<file path="src/rtl/bram_stream_if.sv">
// Stream-reader bundle: control, BRAM read port and valid/ready output stream.
// master is the reader side, slave is the environment (controller, BRAM, consumer).
interface bram_stream_if #(
  parameter int unsigned ADDR_BITS = 8,
  parameter int unsigned DATA_BITS = 64
);
  logic                 start;
  logic [ADDR_BITS-1:0] base_addr;
  logic [ADDR_BITS:0]   count;
  logic                 busy;
  logic                 done;
  logic [ADDR_BITS-1:0] mem_rd_addr;
  logic [DATA_BITS-1:0] mem_rd_data;
  logic [DATA_BITS-1:0] out_data;
  logic                 out_valid;
  logic                 out_rdy;

  modport master (
    input  start, base_addr, count, mem_rd_data, out_rdy,
    output busy, done, mem_rd_addr, out_data, out_valid
  );

  modport slave (
    output start, base_addr, count, mem_rd_data, out_rdy,
    input  busy, done, mem_rd_addr, out_data, out_valid
  );
endinterface

</file>
<file path="src/rtl/bram_stream_reader.sv">
// Streams count words starting at base_addr out of a 1-cycle-latency BRAM as a
// valid/ready stream, hiding the read latency behind a 2-entry output buffer.
module bram_stream_reader #(
  parameter int unsigned ADDR_BITS = 8,
  parameter int unsigned DATA_BITS = 64
) (
  input  logic          clk,
  input  logic          reset,
  bram_stream_if.master bus
);
  localparam int unsigned CW = ADDR_BITS + 1;

  localparam logic [1:0] S_IDLE   = 2'd0;
  localparam logic [1:0] S_RUN    = 2'd1;
  localparam logic [1:0] S_FINISH = 2'd2;

  logic [1:0]           state_q, state_d;
  logic [ADDR_BITS-1:0] next_addr_q, next_addr_d;
  logic [ADDR_BITS-1:0] rd_addr_q, rd_addr_d;
  logic [CW-1:0]        issue_rem_q, issue_rem_d;
  logic [CW-1:0]        pop_rem_q, pop_rem_d;
  logic                 addr_live_q, addr_live_d;  // address on the port this cycle is a real read
  logic                 data_live_q, data_live_d;  // mem_rd_data this cycle belongs to a read
  logic [1:0]           occ_q, occ_d;
  logic [DATA_BITS-1:0] head_q, head_d;
  logic [DATA_BITS-1:0] tail_q, tail_d;
  logic                 valid_q, valid_d;
  logic                 busy_q, busy_d;
  logic                 done_q, done_d;

  logic                 pop_c;
  logic                 push_c;
  logic                 issue_c;
  logic [2:0]           load_c;

  assign pop_c   = valid_q & bus.out_rdy;
  assign push_c  = data_live_q & (state_q == S_RUN);
  // Words buffered or in flight after this cycle's pop; a new read must keep it at or below 2.
  assign load_c  = 3'(occ_q) + 3'(addr_live_q) + 3'(data_live_q) - 3'(pop_c);
  assign issue_c = (state_q == S_RUN) && (issue_rem_q != '0) && (load_c < 3'd2);

  always_comb begin
    state_d     = state_q;
    next_addr_d = next_addr_q;
    rd_addr_d   = rd_addr_q;
    issue_rem_d = issue_rem_q;
    pop_rem_d   = pop_rem_q;
    addr_live_d = 1'b0;
    data_live_d = addr_live_q;
    occ_d       = occ_q;
    head_d      = head_q;
    tail_d      = tail_q;

    unique case (state_q)
      S_IDLE: begin
        if (bus.start) begin
          if (bus.count == '0) begin
            state_d = S_FINISH;
          end else begin
            // First read goes out on the accepting edge so the address is visible next cycle.
            state_d     = S_RUN;
            rd_addr_d   = bus.base_addr;
            next_addr_d = bus.base_addr + ADDR_BITS'(1);
            issue_rem_d = bus.count - CW'(1);
            pop_rem_d   = bus.count;
            addr_live_d = 1'b1;
          end
        end
      end
      S_RUN: begin
        if (issue_c) begin
          rd_addr_d   = next_addr_q;
          next_addr_d = next_addr_q + ADDR_BITS'(1);
          issue_rem_d = issue_rem_q - CW'(1);
          addr_live_d = 1'b1;
        end
        if (pop_c) begin
          pop_rem_d = pop_rem_q - CW'(1);
          if (pop_rem_q == CW'(1)) begin
            state_d = S_FINISH;
          end
        end
      end
      S_FINISH: state_d = S_IDLE;
      default:  state_d = S_IDLE;
    endcase

    // Head/tail buffer: head is always the word presented on out_data.
    unique case ({push_c, pop_c})
      2'b10: begin
        if (occ_q == 2'd0) head_d = bus.mem_rd_data;
        else               tail_d = bus.mem_rd_data;
        occ_d = occ_q + 2'd1;
      end
      2'b01: begin
        if (occ_q == 2'd2) head_d = tail_q;
        occ_d = occ_q - 2'd1;
      end
      2'b11: begin
        if (occ_q == 2'd1) begin
          head_d = bus.mem_rd_data;
        end else begin
          head_d = tail_q;
          tail_d = bus.mem_rd_data;
        end
      end
      default: ;
    endcase

    valid_d = (occ_d != 2'd0);
    busy_d  = (state_d == S_RUN);
    done_d  = (state_d == S_FINISH);
  end

  always_ff @(posedge clk) begin
    if (reset) begin
      state_q     <= S_IDLE;
      next_addr_q <= '0;
      rd_addr_q   <= '0;
      issue_rem_q <= '0;
      pop_rem_q   <= '0;
      addr_live_q <= 1'b0;
      data_live_q <= 1'b0;
      occ_q       <= 2'd0;
      head_q      <= '0;
      tail_q      <= '0;
      valid_q     <= 1'b0;
      busy_q      <= 1'b0;
      done_q      <= 1'b0;
    end else begin
      state_q     <= state_d;
      next_addr_q <= next_addr_d;
      rd_addr_q   <= rd_addr_d;
      issue_rem_q <= issue_rem_d;
      pop_rem_q   <= pop_rem_d;
      addr_live_q <= addr_live_d;
      data_live_q <= data_live_d;
      occ_q       <= occ_d;
      head_q      <= head_d;
      tail_q      <= tail_d;
      valid_q     <= valid_d;
      busy_q      <= busy_d;
      done_q      <= done_d;
    end
  end

  assign bus.mem_rd_addr = rd_addr_q;
  assign bus.out_data    = head_q;
  assign bus.out_valid   = valid_q;
  assign bus.busy        = busy_q;
  assign bus.done        = done_q;
endmodule

</file>
<file path="src/flat_wrapper.sv">
// flat-port wrapper written by rule: the top's interface ports become plain ports
module bram_stream_reader_flat 
#(
  parameter int unsigned ADDR_BITS = 8,
  parameter int unsigned DATA_BITS = 64
)
  (clk, reset, bus_start, bus_base_addr, bus_count, bus_mem_rd_data, bus_out_rdy, bus_busy, bus_done, bus_mem_rd_addr, bus_out_data, bus_out_valid);
  bram_stream_if #(.ADDR_BITS(ADDR_BITS), .DATA_BITS(DATA_BITS)) bus_i ();
  input  logic clk;
  input  logic reset;
  input wire logic [$bits(bus_i.start)-1:0] bus_start;
  input wire logic [$bits(bus_i.base_addr)-1:0] bus_base_addr;
  input wire logic [$bits(bus_i.count)-1:0] bus_count;
  input wire logic [$bits(bus_i.mem_rd_data)-1:0] bus_mem_rd_data;
  input wire logic [$bits(bus_i.out_rdy)-1:0] bus_out_rdy;
  output wire logic [$bits(bus_i.busy)-1:0] bus_busy;
  output wire logic [$bits(bus_i.done)-1:0] bus_done;
  output wire logic [$bits(bus_i.mem_rd_addr)-1:0] bus_mem_rd_addr;
  output wire logic [$bits(bus_i.out_data)-1:0] bus_out_data;
  output wire logic [$bits(bus_i.out_valid)-1:0] bus_out_valid;
  assign bus_i.start = bus_start;
  assign bus_i.base_addr = bus_base_addr;
  assign bus_i.count = bus_count;
  assign bus_i.mem_rd_data = bus_mem_rd_data;
  assign bus_i.out_rdy = bus_out_rdy;
  assign bus_busy = bus_i.busy;
  assign bus_done = bus_i.done;
  assign bus_mem_rd_addr = bus_i.mem_rd_addr;
  assign bus_out_data = bus_i.out_data;
  assign bus_out_valid = bus_i.out_valid;
  bram_stream_reader #(.ADDR_BITS(ADDR_BITS), .DATA_BITS(DATA_BITS)) u_core (.clk(clk), .reset(reset), .bus(bus_i));
endmodule
</file>
<file path="config.mk">
export PLATFORM = sky130hd
export DESIGN_NAME = bram_stream_reader_flat
export DESIGN_NICKNAME = d
export VERILOG_FILES = /design/src/rtl/bram_stream_if.sv /design/src/rtl/bram_stream_reader.sv /design/src/flat_wrapper.sv
export SDC_FILE = /design/constraint.sdc
export NUM_CORES = 1
export LEC_CHECK = 0
export BUFFER_PORTS_ARGS = -buffer_cell sky130_fd_sc_hd__buf_2
export CAP_MARGIN = 20
export CORE_ASPECT_RATIO = 0.9
export CORE_MARGIN = 3
export CORE_UTILIZATION = 30
export CTS_CLUSTER_SIZE = 30
export DETAILED_ROUTE_END_ITERATION = 6
export PLACE_DENSITY = 0.53
export SLEW_MARGIN = 20
export SYNTH_ARGS = -nofsm -noshare
export SYNTH_HDL_FRONTEND = slang
export SYNTH_SLANG_ARGS = --single-unit
export TNS_END_PERCENT = 20
</file>
<file path="constraint.sdc">
create_clock -name clk -period 5.6 [get_ports clk]
set_input_delay 0.84 -clock clk [delete_from_list [all_inputs] [get_ports clk]]
set_output_delay 0.84 -clock clk [all_outputs]
set_load 0.005 [all_outputs]
</file>
==> qor.yml <==
global_routing:
  antenna_found_initial: 1
  overflow: 0
  grt_start_max_net_pins: 127
  grt_pass1_wl_mm: 34.71
  grt_pass1_vias: 6403
  grt_use_total: 0.1556
synth:
  synth.area.top_cells: "dfxtp_1, nand2_1, a211oi_1"
  synth_seq_cells: 171
  yosys.cell_types.count: 62
  synthCells: 918
  synth_ff_type: "dfxtp_1"
  ys_warn_count: 0
  synth.avg_cell_area_um2: 8.208
  yosysTopAreaCell: "dfxtp_1"
  syn_nets: 1017
  synth-edff-count: 0
  async_reset_ff_frac: 0
  yosys.area.top_type_share: 0.4543
  synth_area_mm2: 0.007535
  ys_seq_area_frac: 0.4543
clock_tree:
  clk_pin_slew_ns: 0.07
  clkSinkCount: 171
  htreeDepth: 4
  hold_buffers: 0
  cts_buffers: 17
  clk_path_buf_depth: 2
  clockRootBuffer: "clkbuf_16"
  cts_tree: "yes"
  cts_resized: 0
  postCtsSetupRepairBufs: 0
  clk_latency_ns: 0.43
power:
  power_switching_mw: 0.8174
  sw_frac_of_total: 0.2893
  power.share.clock: 0.421
  p_int_mw: 2.008
  p_comb_frac: 0.117
  vdd_drop_max_uv: 143.8
  finalPower_mw: 2.825
  cellLeakagePower_nw: 3.582
  pwr-share-seq: 0.462
  p_per_area_mw_per_mm2: 307.5
final_layout:
  fin_area_mm2: 0.009188
  final_cells: 1385
  fillers: 2594
  drive_gt1_frac: 0.2090
  final_core_util: 0.3756
  seq_area_mm2: 0.003423
  nNetsFinal: 1134
  multi_input_area_mm2: 0.003775
  area_growth_syn_to_layout_pct: 21.94
die:
  die-height_um: 156.3
  fp.coreArea_mm2: 0.02446
  die_w_um: 173.1
  ios: 160
  start_util: 0.3081
  dieArea_mm2: 0.02706
  std_cell_rows: 54
detailed_routing:
  wl_met1_mm: 10.54
  route.detailed.drc: 0
  viasPerCell: 4.962
  vias: 6873
  wl_met3_um: 815
  wl_per_cell_um: 15.55
  dr.first_iter.drc_count: 412
  drtAntennaViolNets: 0
  firstDrtPassIters: 5
  routed_wl_mm: 21.54
  maxUsedRoutingLayer: "met4"
  route.met2.wl_mm: 9.870
flow_run:
  drv_cap: 0
worst_setup_path:
  crit_path_end: "u_core.issue_rem_q[3]$_SDFFE_PP0P_"
  critPathLaunch: "bus_out_rdy"
  cp.arrival_ns: 3.97
  crit_required_ns: 5.94
  setup.worst_path.end_class: "flip-flop"
  worst_setup_path_start_kind: "input pin"
  cp_max_fo: 26
  timing.rr.end: "u_core.issue_rem_q[3]$_SDFFE_PP0P_"
  r2r-start: "u_core.bus.out_valid$_SDFF_PP0_"
  worst-setup-path-type: "input pin to flip-flop"
  reg2reg_depth: 11
  r2r_slack_ns: 2.18
sta:
  fin_worst_skew_ns: 0.01306
  hold_slack_ns: 0.4537
  fin_setup_tns_ns: 0
  finalMaxSlewViolations: 0
  setup_ws_ns: 1.977
  period_share: 0.6470
  relSlewSlack: 0.3984
  rsz0062_at_grt: "false"
  clock.fmax_ghz: 0.2760
  hold_viol: 0
  setup_violations: 0
  fin_crit_ns: 3.623
  worst_pin_slew_ns: 0.9024
run_status:
  outcome: "finished, final reports clean"
place:
  place_ws_ns: 1.548
  place_area_mm2: 0.008591
  dp.cells: 1352
  gp_congestion: 0.8013
  portBuffers: 159
  dpl.hpwl_mm: 13.79
min_path:
  hold_class: "flip-flop to flip-flop"
[registers in the layout, summed over array words and instances (netlist names), 2 cells and up]
name	cells
u_core.occ_q	2
u_core.pop_rem_q	9
u_core.state_q	2
u_core.tail_q	64
u_core.next_addr_q	8
u_core.bus.out_data	64
u_core.bus.mem_rd_addr	8
u_core.issue_rem_q	9
[worst min path at each step]
stage                                   startpoint                        endpoint  slack (ns)  cells past startpoint
floorplan            u_core.tail_q[0]$_SDFFE_PP0P_   u_core.tail_q[0]$_SDFFE_PP0P_        0.44                      2
global placement    u_core.tail_q[34]$_SDFFE_PP0P_  u_core.tail_q[34]$_SDFFE_PP0P_        0.44                      2
detailed placement  u_core.tail_q[49]$_SDFFE_PP0P_  u_core.tail_q[49]$_SDFFE_PP0P_        0.45                      2
CTS                 u_core.tail_q[56]$_SDFFE_PP0P_  u_core.tail_q[56]$_SDFFE_PP0P_        0.46                      2
global route        u_core.tail_q[56]$_SDFFE_PP0P_  u_core.tail_q[56]$_SDFFE_PP0P_        0.47                      2
finish              u_core.tail_q[61]$_SDFFE_PP0P_  u_core.tail_q[61]$_SDFFE_PP0P_        0.45                      2
[worst max-delay path: stages]
cell and delay [ns]:
buf_2 0.10, nand2_1 0.23, inv_1 0.16, ha_1 0.30
inv_1 0.04, ha_1 0.26, a21o_1 0.17, fa_1 0.48
nor3_4 0.25, a21o_1 0.73, o21ai_0 0.23, a21oi_1 0.19
[synth_stat cells, drive strengths merged (2+ instances only)]
cell	n
a211o	2
a211oi	69
a21o	6
a21oi	88
a221oi	2
a22oi	64
a311oi	2
a31o	2
a31oi	10
a41oi	2
and2	5
and3	7
buf	12
clkbuf	61
dfxtp	171
ha	13
inv	19
mux2	3
mux2i	12
nand2	161
nand2b	2
nand3	8
nand3b	2
nand4	3
nor2	100
nor2b	2
nor3	11
nor3b	2
nor4	5
o211ai	5
o21a	5
o21ai	26
o31ai	4
or2	3
or3	7
or4	2
xnor2	2
[area by class of cell]
type / count / area share
multi-input combinational: 655 / 0.4109
sequential: 171 / 0.3726
timing repair buffer: 171 / 0.09805
clock buffer: 17 / 0.04630
tap: 336 / 0.04576
clock inverter: 15 / 0.01838
inverter: 19 / 0.007762
antenna: 1 / 0.0002724
[routing by layer]
layer | up-vias | global-route usage
met5 | - | 0
met4 | 0 | 0.04593
met3 | 19 | 0.02984
met2 | 149 | 0.2461
met1 | 3183 | 0.2170
li1 | 3522 | -
[power groups by stage]
| stage | Sequential (mW) | Combinational (mW) | Clock (mW) |
|---|---|---|---|
| after floorplan | 1.33 | 0.216 | 0 |
| after global placement | 1.33 | 0.330 | 0 |
| after detailed placement | 1.33 | 0.333 | 0 |
| after CTS | 1.30 | 0.334 | 1.23 |
| after global routing | 1.31 | 0.375 | 1.27 |
| final | 1.31 | 0.332 | 1.19 |
[cells by family (layout without fill, tap and decap cells)]
family	after synthesis	in the layout	share of synthesized area
compound gates	298	298	0.2630
fa+ha+maj	14	14	0.02425
mux	15	15	0.02092
buf+inv	92	222	0.04998
simple gates	326	326	0.1852
flops	171	171	0.4543
xor+xnor	2	2	0.002325
other cells	0	1	0
[placed cells by master, fill, tap and decap left out, types with 7 or more instances in the layout]
master,n
a31oi_1,10
clkbuf_16,17
a22oi_1,64
or3_1,7
nand3_1,8
and3_1,7
nor2_1,99
inv_1,19
ha_1,13
buf_4,12
nand2_1,160
o21ai_0,26
mux2i_1,11
dfxtp_1,171
buf_2,158
nor3_1,10
a21oi_1,86
a211oi_1,69
(Power assumes the default switching activity.)
